File: src/rtl/tree_space_manager_if.sv
// Request/free handshake bundle between the BST engine
// and the node-address allocator.
interface tree_space_manager_if #(
  parameter int TOKEN_WIDTH = 8
);
  logic                   req_valid;
  logic                   req_ready;
  logic [TOKEN_WIDTH-1:0] req_addr;
  logic                   free_valid;
  logic                   free_ready;
  logic [TOKEN_WIDTH-1:0] free_addr;
  logic                   full;
  logic [TOKEN_WIDTH:0]   used_count;
  logic                   free_err;

  modport master (
    output req_valid, free_valid, free_addr,
    input  req_ready, req_addr, free_ready,
    input  full, used_count, free_err
  );

  modport slave (
    input  req_valid, free_valid, free_addr,
    output req_ready, req_addr, free_ready,
    output full, used_count, free_err
  );
endinterface

File: src/rtl/tree_space_manager.sv
// Node-address allocator for the BST storage RAM: fresh
// counter plus recycle FIFO, with a per-address alloc map.
module tree_space_manager #(
  parameter int TOKEN_WIDTH = 8
) (
  input logic                 aclk,
  input logic                 aresetn,
  tree_space_manager_if.slave bus
);
  localparam int AW    = TOKEN_WIDTH;
  localparam int DEPTH = 2**AW;

  typedef logic [AW:0] cnt_t;

  cnt_t             fresh_cnt_q, fresh_cnt_d;
  cnt_t             rd_ptr_q, rd_ptr_d;
  cnt_t             wr_ptr_q, wr_ptr_d;
  cnt_t             used_q, used_d;
  logic [DEPTH-1:0] alloc_map_q, alloc_map_d;
  logic             free_err_q, free_err_d;
  logic [AW-1:0]    fifo_mem [DEPTH];

  logic          fifo_empty;
  logic          fresh_done;
  logic          full;
  logic          alloc;
  logic          free_hit;
  logic          free_ok;
  logic          free_bad;
  logic [AW-1:0] grant_addr;

  assign fifo_empty = rd_ptr_q == wr_ptr_q;
  assign fresh_done = fresh_cnt_q == cnt_t'(DEPTH);
  assign full       = fifo_empty && fresh_done;

  // Recycled addresses win over never-used ones.
  assign grant_addr = fifo_empty ? fresh_cnt_q[AW-1:0]
                                 : fifo_mem[rd_ptr_q[AW-1:0]];

  assign bus.req_ready  = aresetn && !full;
  assign bus.free_ready = aresetn;
  assign bus.req_addr   = grant_addr;
  assign bus.full       = full;
  assign bus.used_count = used_q;
  assign bus.free_err   = free_err_q;

  assign alloc    = bus.req_valid && bus.req_ready;
  assign free_hit = bus.free_valid && bus.free_ready;
  assign free_ok  = free_hit && alloc_map_q[bus.free_addr];
  assign free_bad = free_hit && !alloc_map_q[bus.free_addr];

  always_comb begin
    fresh_cnt_d = fresh_cnt_q;
    rd_ptr_d    = rd_ptr_q;
    wr_ptr_d    = wr_ptr_q;
    alloc_map_d = alloc_map_q;
    free_err_d  = free_bad;
    used_d      = used_q
                + {{AW{1'b0}}, alloc}
                - {{AW{1'b0}}, free_ok};
    if (alloc) begin
      alloc_map_d[grant_addr] = 1'b1;
      if (fifo_empty) fresh_cnt_d = fresh_cnt_q + 1'b1;
      else            rd_ptr_d    = rd_ptr_q + 1'b1;
    end
    // A grant's map bit is clear, so a legal free never hits it.
    if (free_ok) begin
      alloc_map_d[bus.free_addr] = 1'b0;
      wr_ptr_d = wr_ptr_q + 1'b1;
    end
  end

  always_ff @(posedge aclk or negedge aresetn) begin
    if (!aresetn) begin
      fresh_cnt_q <= '0;
      rd_ptr_q    <= '0;
      wr_ptr_q    <= '0;
      used_q      <= '0;
      alloc_map_q <= '0;
      free_err_q  <= 1'b0;
    end else begin
      fresh_cnt_q <= fresh_cnt_d;
      rd_ptr_q    <= rd_ptr_d;
      wr_ptr_q    <= wr_ptr_d;
      used_q      <= used_d;
      alloc_map_q <= alloc_map_d;
      free_err_q  <= free_err_d;
    end
  end

  always_ff @(posedge aclk) begin
    if (free_ok) fifo_mem[wr_ptr_q[AW-1:0]] <= bus.free_addr;
  end
endmodule
File: src/flat_wrapper.sv
// flat-port wrapper written by rule: the top's interface ports become plain ports
module tree_space_manager_flat 
#(
  parameter int TOKEN_WIDTH = 8
)
  (aclk, aresetn, bus_req_valid, bus_free_valid, bus_free_addr, bus_req_ready, bus_req_addr, bus_free_ready, bus_full, bus_used_count, bus_free_err);
  tree_space_manager_if #(.TOKEN_WIDTH(TOKEN_WIDTH)) bus_i ();
  input logic aclk;
  input logic aresetn;
  input wire logic [$bits(bus_i.req_valid)-1:0] bus_req_valid;
  input wire logic [$bits(bus_i.free_valid)-1:0] bus_free_valid;
  input wire logic [$bits(bus_i.free_addr)-1:0] bus_free_addr;
  output wire logic [$bits(bus_i.req_ready)-1:0] bus_req_ready;
  output wire logic [$bits(bus_i.req_addr)-1:0] bus_req_addr;
  output wire logic [$bits(bus_i.free_ready)-1:0] bus_free_ready;
  output wire logic [$bits(bus_i.full)-1:0] bus_full;
  output wire logic [$bits(bus_i.used_count)-1:0] bus_used_count;
  output wire logic [$bits(bus_i.free_err)-1:0] bus_free_err;
  assign bus_i.req_valid = bus_req_valid;
  assign bus_i.free_valid = bus_free_valid;
  assign bus_i.free_addr = bus_free_addr;
  assign bus_req_ready = bus_i.req_ready;
  assign bus_req_addr = bus_i.req_addr;
  assign bus_free_ready = bus_i.free_ready;
  assign bus_full = bus_i.full;
  assign bus_used_count = bus_i.used_count;
  assign bus_free_err = bus_i.free_err;
  tree_space_manager #(.TOKEN_WIDTH(TOKEN_WIDTH)) u_core (.aclk(aclk), .aresetn(aresetn), .bus(bus_i));
endmodule
File: config.mk
export PLATFORM = sky130hd
export DESIGN_NAME = tree_space_manager_flat
export DESIGN_NICKNAME = d
export VERILOG_FILES = /design/src/rtl/tree_space_manager_if.sv /design/src/rtl/tree_space_manager.sv /design/src/flat_wrapper.sv
export SDC_FILE = /design/constraint.sdc
export NUM_CORES = 2
export LEC_CHECK = 0
export ABC_CLOCK_PERIOD_IN_PS = 6600
export BUFFER_PORTS_ARGS = -buffer_cell sky130_fd_sc_hd__clkbuf_2
export CORE_MARGIN = 10
export CORE_UTILIZATION = 45
export DETAILED_ROUTE_END_ITERATION = 10
export GPL_ROUTABILITY_DRIVEN = 0
export MAX_ROUTING_LAYER = met4
export PLACE_DENSITY_LB_ADDON = 0.3
export REMOVE_ABC_BUFFERS = 1
export SETUP_SLACK_MARGIN = 0.2
export SYNTH_ARGS = -nofsm -noshare
export SYNTH_HDL_FRONTEND = slang
export SYNTH_SLANG_ARGS = --single-unit
export TNS_END_PERCENT = 100
File: constraint.sdc
create_clock -name aclk -period 6.6 [get_ports aclk]
set_input_delay 1.32 -clock aclk [delete_from_list [all_inputs] [get_ports aclk]]
set_output_delay 1.32 -clock aclk [all_outputs]
set_load 0.05 [all_outputs]
==> run metrics <==
Post-synth ARST share=0.125; required time worst endpoint=approximately 5.3 ns; Final Skew=0.0858 ns; Post-synth EDFFs=2,048; top cells by area, synth=edfxtp_1 (65%), mux4_2 (13%), dfrtp_1 (7.8%), a21oi_1 (2.9%), mux2i_1 (2.1%); Crit path largest cell delay=roughly 0.7 ns; Synth Instances=5,146; vias per cell=6.37; max-cap viol count=0; DRT iter0 DRCs=between 7,000 and 8,000; CP Class=reg2out; proportion of synthesized area in mux cells=0.152; Synth Register Bits=around 2,300; fin cells=~8,500; Synth Warn #=0; slowest stage cell on the critical path=dfrtp_4; WL/cell=33.2 µm; GR Overflow Total=0; Synth top area share=0.650; Synth cell types=83; Achievable Freq=0.154 GHz; cell family with the largest share of critical-path delay=compound AO/OA/AOI/OAI gates; root buffer cell=clkbuf_16; via count=54,400; commonest non-fill, non-tap cells in the layout=edfxtp_1 (2,048), a21oi_1 (554), mux4_2 (533); crit path max fanout=17; initial cell density of the core=0.452; Synth Area per Inst=18.4 µm²; Critical Path Most Common Cell=buf_4; half-perimeter wire length after detailed placement=177,000 µm; Pre-antenna DRT Iters=6; Area growth syn-to-layout=14.6%; global-route usage over all layers=0.250; vias in the first global route=54,200; xor and xnor fraction of the mapped netlist area=0.00380; final net count=~5,600; crit start category=flop; Critical Path AT=just over 5 ns; die height=between 400 and 500 µm; leakage=0.0362 µW; RSZ-0062 raised after global routing=no; Die X=~480 µm; worst-margin pin slew=1.42 ns; endpoints failing setup=0; Simple-Gate Fraction of Synth Area=0.0401; Peak VDD IR=slightly above 0.6 mV; max_slew headroom=0.0461; CTS tree=yes; dominant cell type by area after synthesis=edfxtp_1; post-detailed-route count of antenna-violating nets=0; die area=approximately 230,000 µm²; number of port buffers=32; CTS sink cnt=2,341; post-synthesis compound-gate area fraction=0.0525; Pins Over Slew Limit=0; CTS max path bufs=3; Inst Count DP=8,090; Cell Chain, Critical Path=nor2b_4 > buf_4 > a22oi_1 > a21oi_1 > nor3_1 > a221oi_1 > buf_4 > o22a_1 > clkbuf_2; Core Rows=around 170; CTS H-Tree Depth=4; status=finished, final reports clean; cts-stage hold buffer count=0; CTS buffer count=230; # IOs=33; CP Capture Type=primary output; floorplan core area=209,000 µm²; Fin. Hold Viols=0; Post-Route WL=about 280,000 µm; Buf+Inv Stages, Crit Path=3; Cell Area, Synth=94,500 µm²; main combinational cell family by area after synthesis=multiplexers; most common cell after layout, fill and taps aside=edfxtp_1; DRC=0; Worst-path clk slew=about 0.06 ns; Tcrit/Tclk final=0.985; Setup TNS=0 ns; worst min path class=in2async; P per Cell Area=412 nW/µm²; clock latency at the later pin of the worst-skew pair=roughly 0.92 ns; wire length of the first global-routing pass=between 400,000 and 500,000 µm; layout cell share with drive strength beyond 1=0.258; Adder-Cell Fraction of Synth Area=0.00220; initial antenna violation count=11; largest net degree at the start of global routing=181; Most used DFF post-synth=edfxtp_1; Worst R2R Setup Slack=0.97 ns; sequential cell area fraction in the yosys report=0.728; crit path time final=6.50 ns
## power breakdown
group,internal (µW),total (µW),switching (µW)
sequential,16600,17100,488
clock,7450,13200,5790
combinational,5380,14300,8910
total,29500,44600,15200
## per-stage QoR
stage | area [µm²] | worst slack [ns] | hold WS (ns) | util | power [µW]
floorplan | 92600 | -14.80 | 0.441 | - | 25400
global placement | 100000 | 0.148 | 0.474 | 0.480 | 31200
finish | 108000 | 0.100 | 0.303 | 0.518 | 44600
detailed placement | 100000 | 0.411 | 0.480 | 0.480 | 31300
global route | 108000 | 0.195 | 0.286 | 0.518 | 45900
CTS | 108000 | 0.116 | 0.276 | 0.517 | 44600
## routing by layer
| layer | global-route usage | wire [µm] | up-vias |
|---|---|---|---|
| met5 | - | 0 | - |
| met4 | 0.104 | 14500 | 0 |
| met3 | 0.0517 | 27300 | 729 |
| met2 | 0.379 | 133000 | 3369 |
| met1 | 0.329 | 109000 | 28600 |
| li1 | - | - | 21700 |
## final cells by class
class,instances,area [µm²]
Timing Repair Buffer,497,4420
Antenna cell,9,22.5
Inverter,29,115
Sequential cell,2341,68800
Multi-Input combinational cell,2436,23900
Clock buffer,291,6120
Clock inverter,138,1500
Fill cell,16700,101000
Tap cell,2805,3510
## flip-flops by register name, summed over array words and instances, names as in the netlist
signal	cells
u_core.bus.used_count	9
u_core.alloc_map_q	256
u_core.wr_ptr_q	9
u_core.bus.free_err	1
u_core.fifo_mem	2048
u_core.rd_ptr_q	9
u_core.fresh_cnt_q	9
## synthesized netlist by cell type, drive strengths merged (5+ instances only)
| library cell | count |
|---|---|
| edfxtp | 2048 |
| a21oi | 555 |
| mux4 | 533 |
| dfrtp | 293 |
| nor3 | 246 |
| mux2i | 196 |
| nor2 | 191 |
| buf | 177 |
| clkbuf | 163 |
| nand2 | 152 |
| a22oi | 78 |
| nand3 | 71 |
| mux2 | 32 |
| o22ai | 30 |
| inv | 29 |
| nor2b | 28 |
| xnor2 | 25 |
| nand4 | 24 |
| o21ai | 24 |
| a211oi | 16 |
| xor2 | 16 |
| a31oi | 15 |
| ha | 15 |
| nand2b | 15 |
| a221oi | 14 |
| o221ai | 14 |
| and2 | 13 |
| a32oi | 12 |
| a22o | 10 |
| and3 | 10 |
| a2111oi | 7 |
| a211o | 7 |
| o2111ai | 6 |
| o211ai | 6 |
| a31o | 5 |
| nor4 | 5 |
| or2 | 5 |
## path summary, 6_finish.rpt
check                                                  startpoint                            endpoint  depth (start not counted)
worst max register to register     u_core.rd_ptr_q[0]$_DFFE_PN0P_    u_core.alloc_map_q[32]$_DFF_PN0_                         15
worst max-delay path               u_core.rd_ptr_q[2]$_DFFE_PN0P_                     bus_req_addr[7]                          9
worst min-delay path                                      aresetn  u_core.bus.used_count[8]$_DFF_PN0_                          1
min in group aclk               u_core.fresh_cnt_q[8]$_DFFE_PN0P_   u_core.fresh_cnt_q[8]$_DFFE_PN0P_                          1
max in group asynchronous                                 aresetn    u_core.alloc_map_q[95]$_DFF_PN0_                          3
worst min register to register  u_core.fresh_cnt_q[8]$_DFFE_PN0P_   u_core.fresh_cnt_q[8]$_DFFE_PN0P_                          1
## timing repair
| action | 4_1_cts | 5_1_grt |
|---|---|---|
| setup buffers | 10 | 1 |
| gates resized for setup | 5 | 2 |
| hold endpoints to repair | 0 | 0 |
| endpoints found under the setup margin | 8 | 5 |
| pin swaps | 0 | 0 |
## kinds of logic (layout without fill, tap and decap cells)
family                     Yosys count  after routing
DFF                               2341           2341
AOI/OAI and AO/OA                  840            840
and+or+nand+nor                    778            778
muxes                              761            761
buffers and inverters              369            955
xor gates and xnor gates            41             41
adders and majority gates           16             16
other                                0              9
Note: power is estimated with default switching activity, not from simulation.
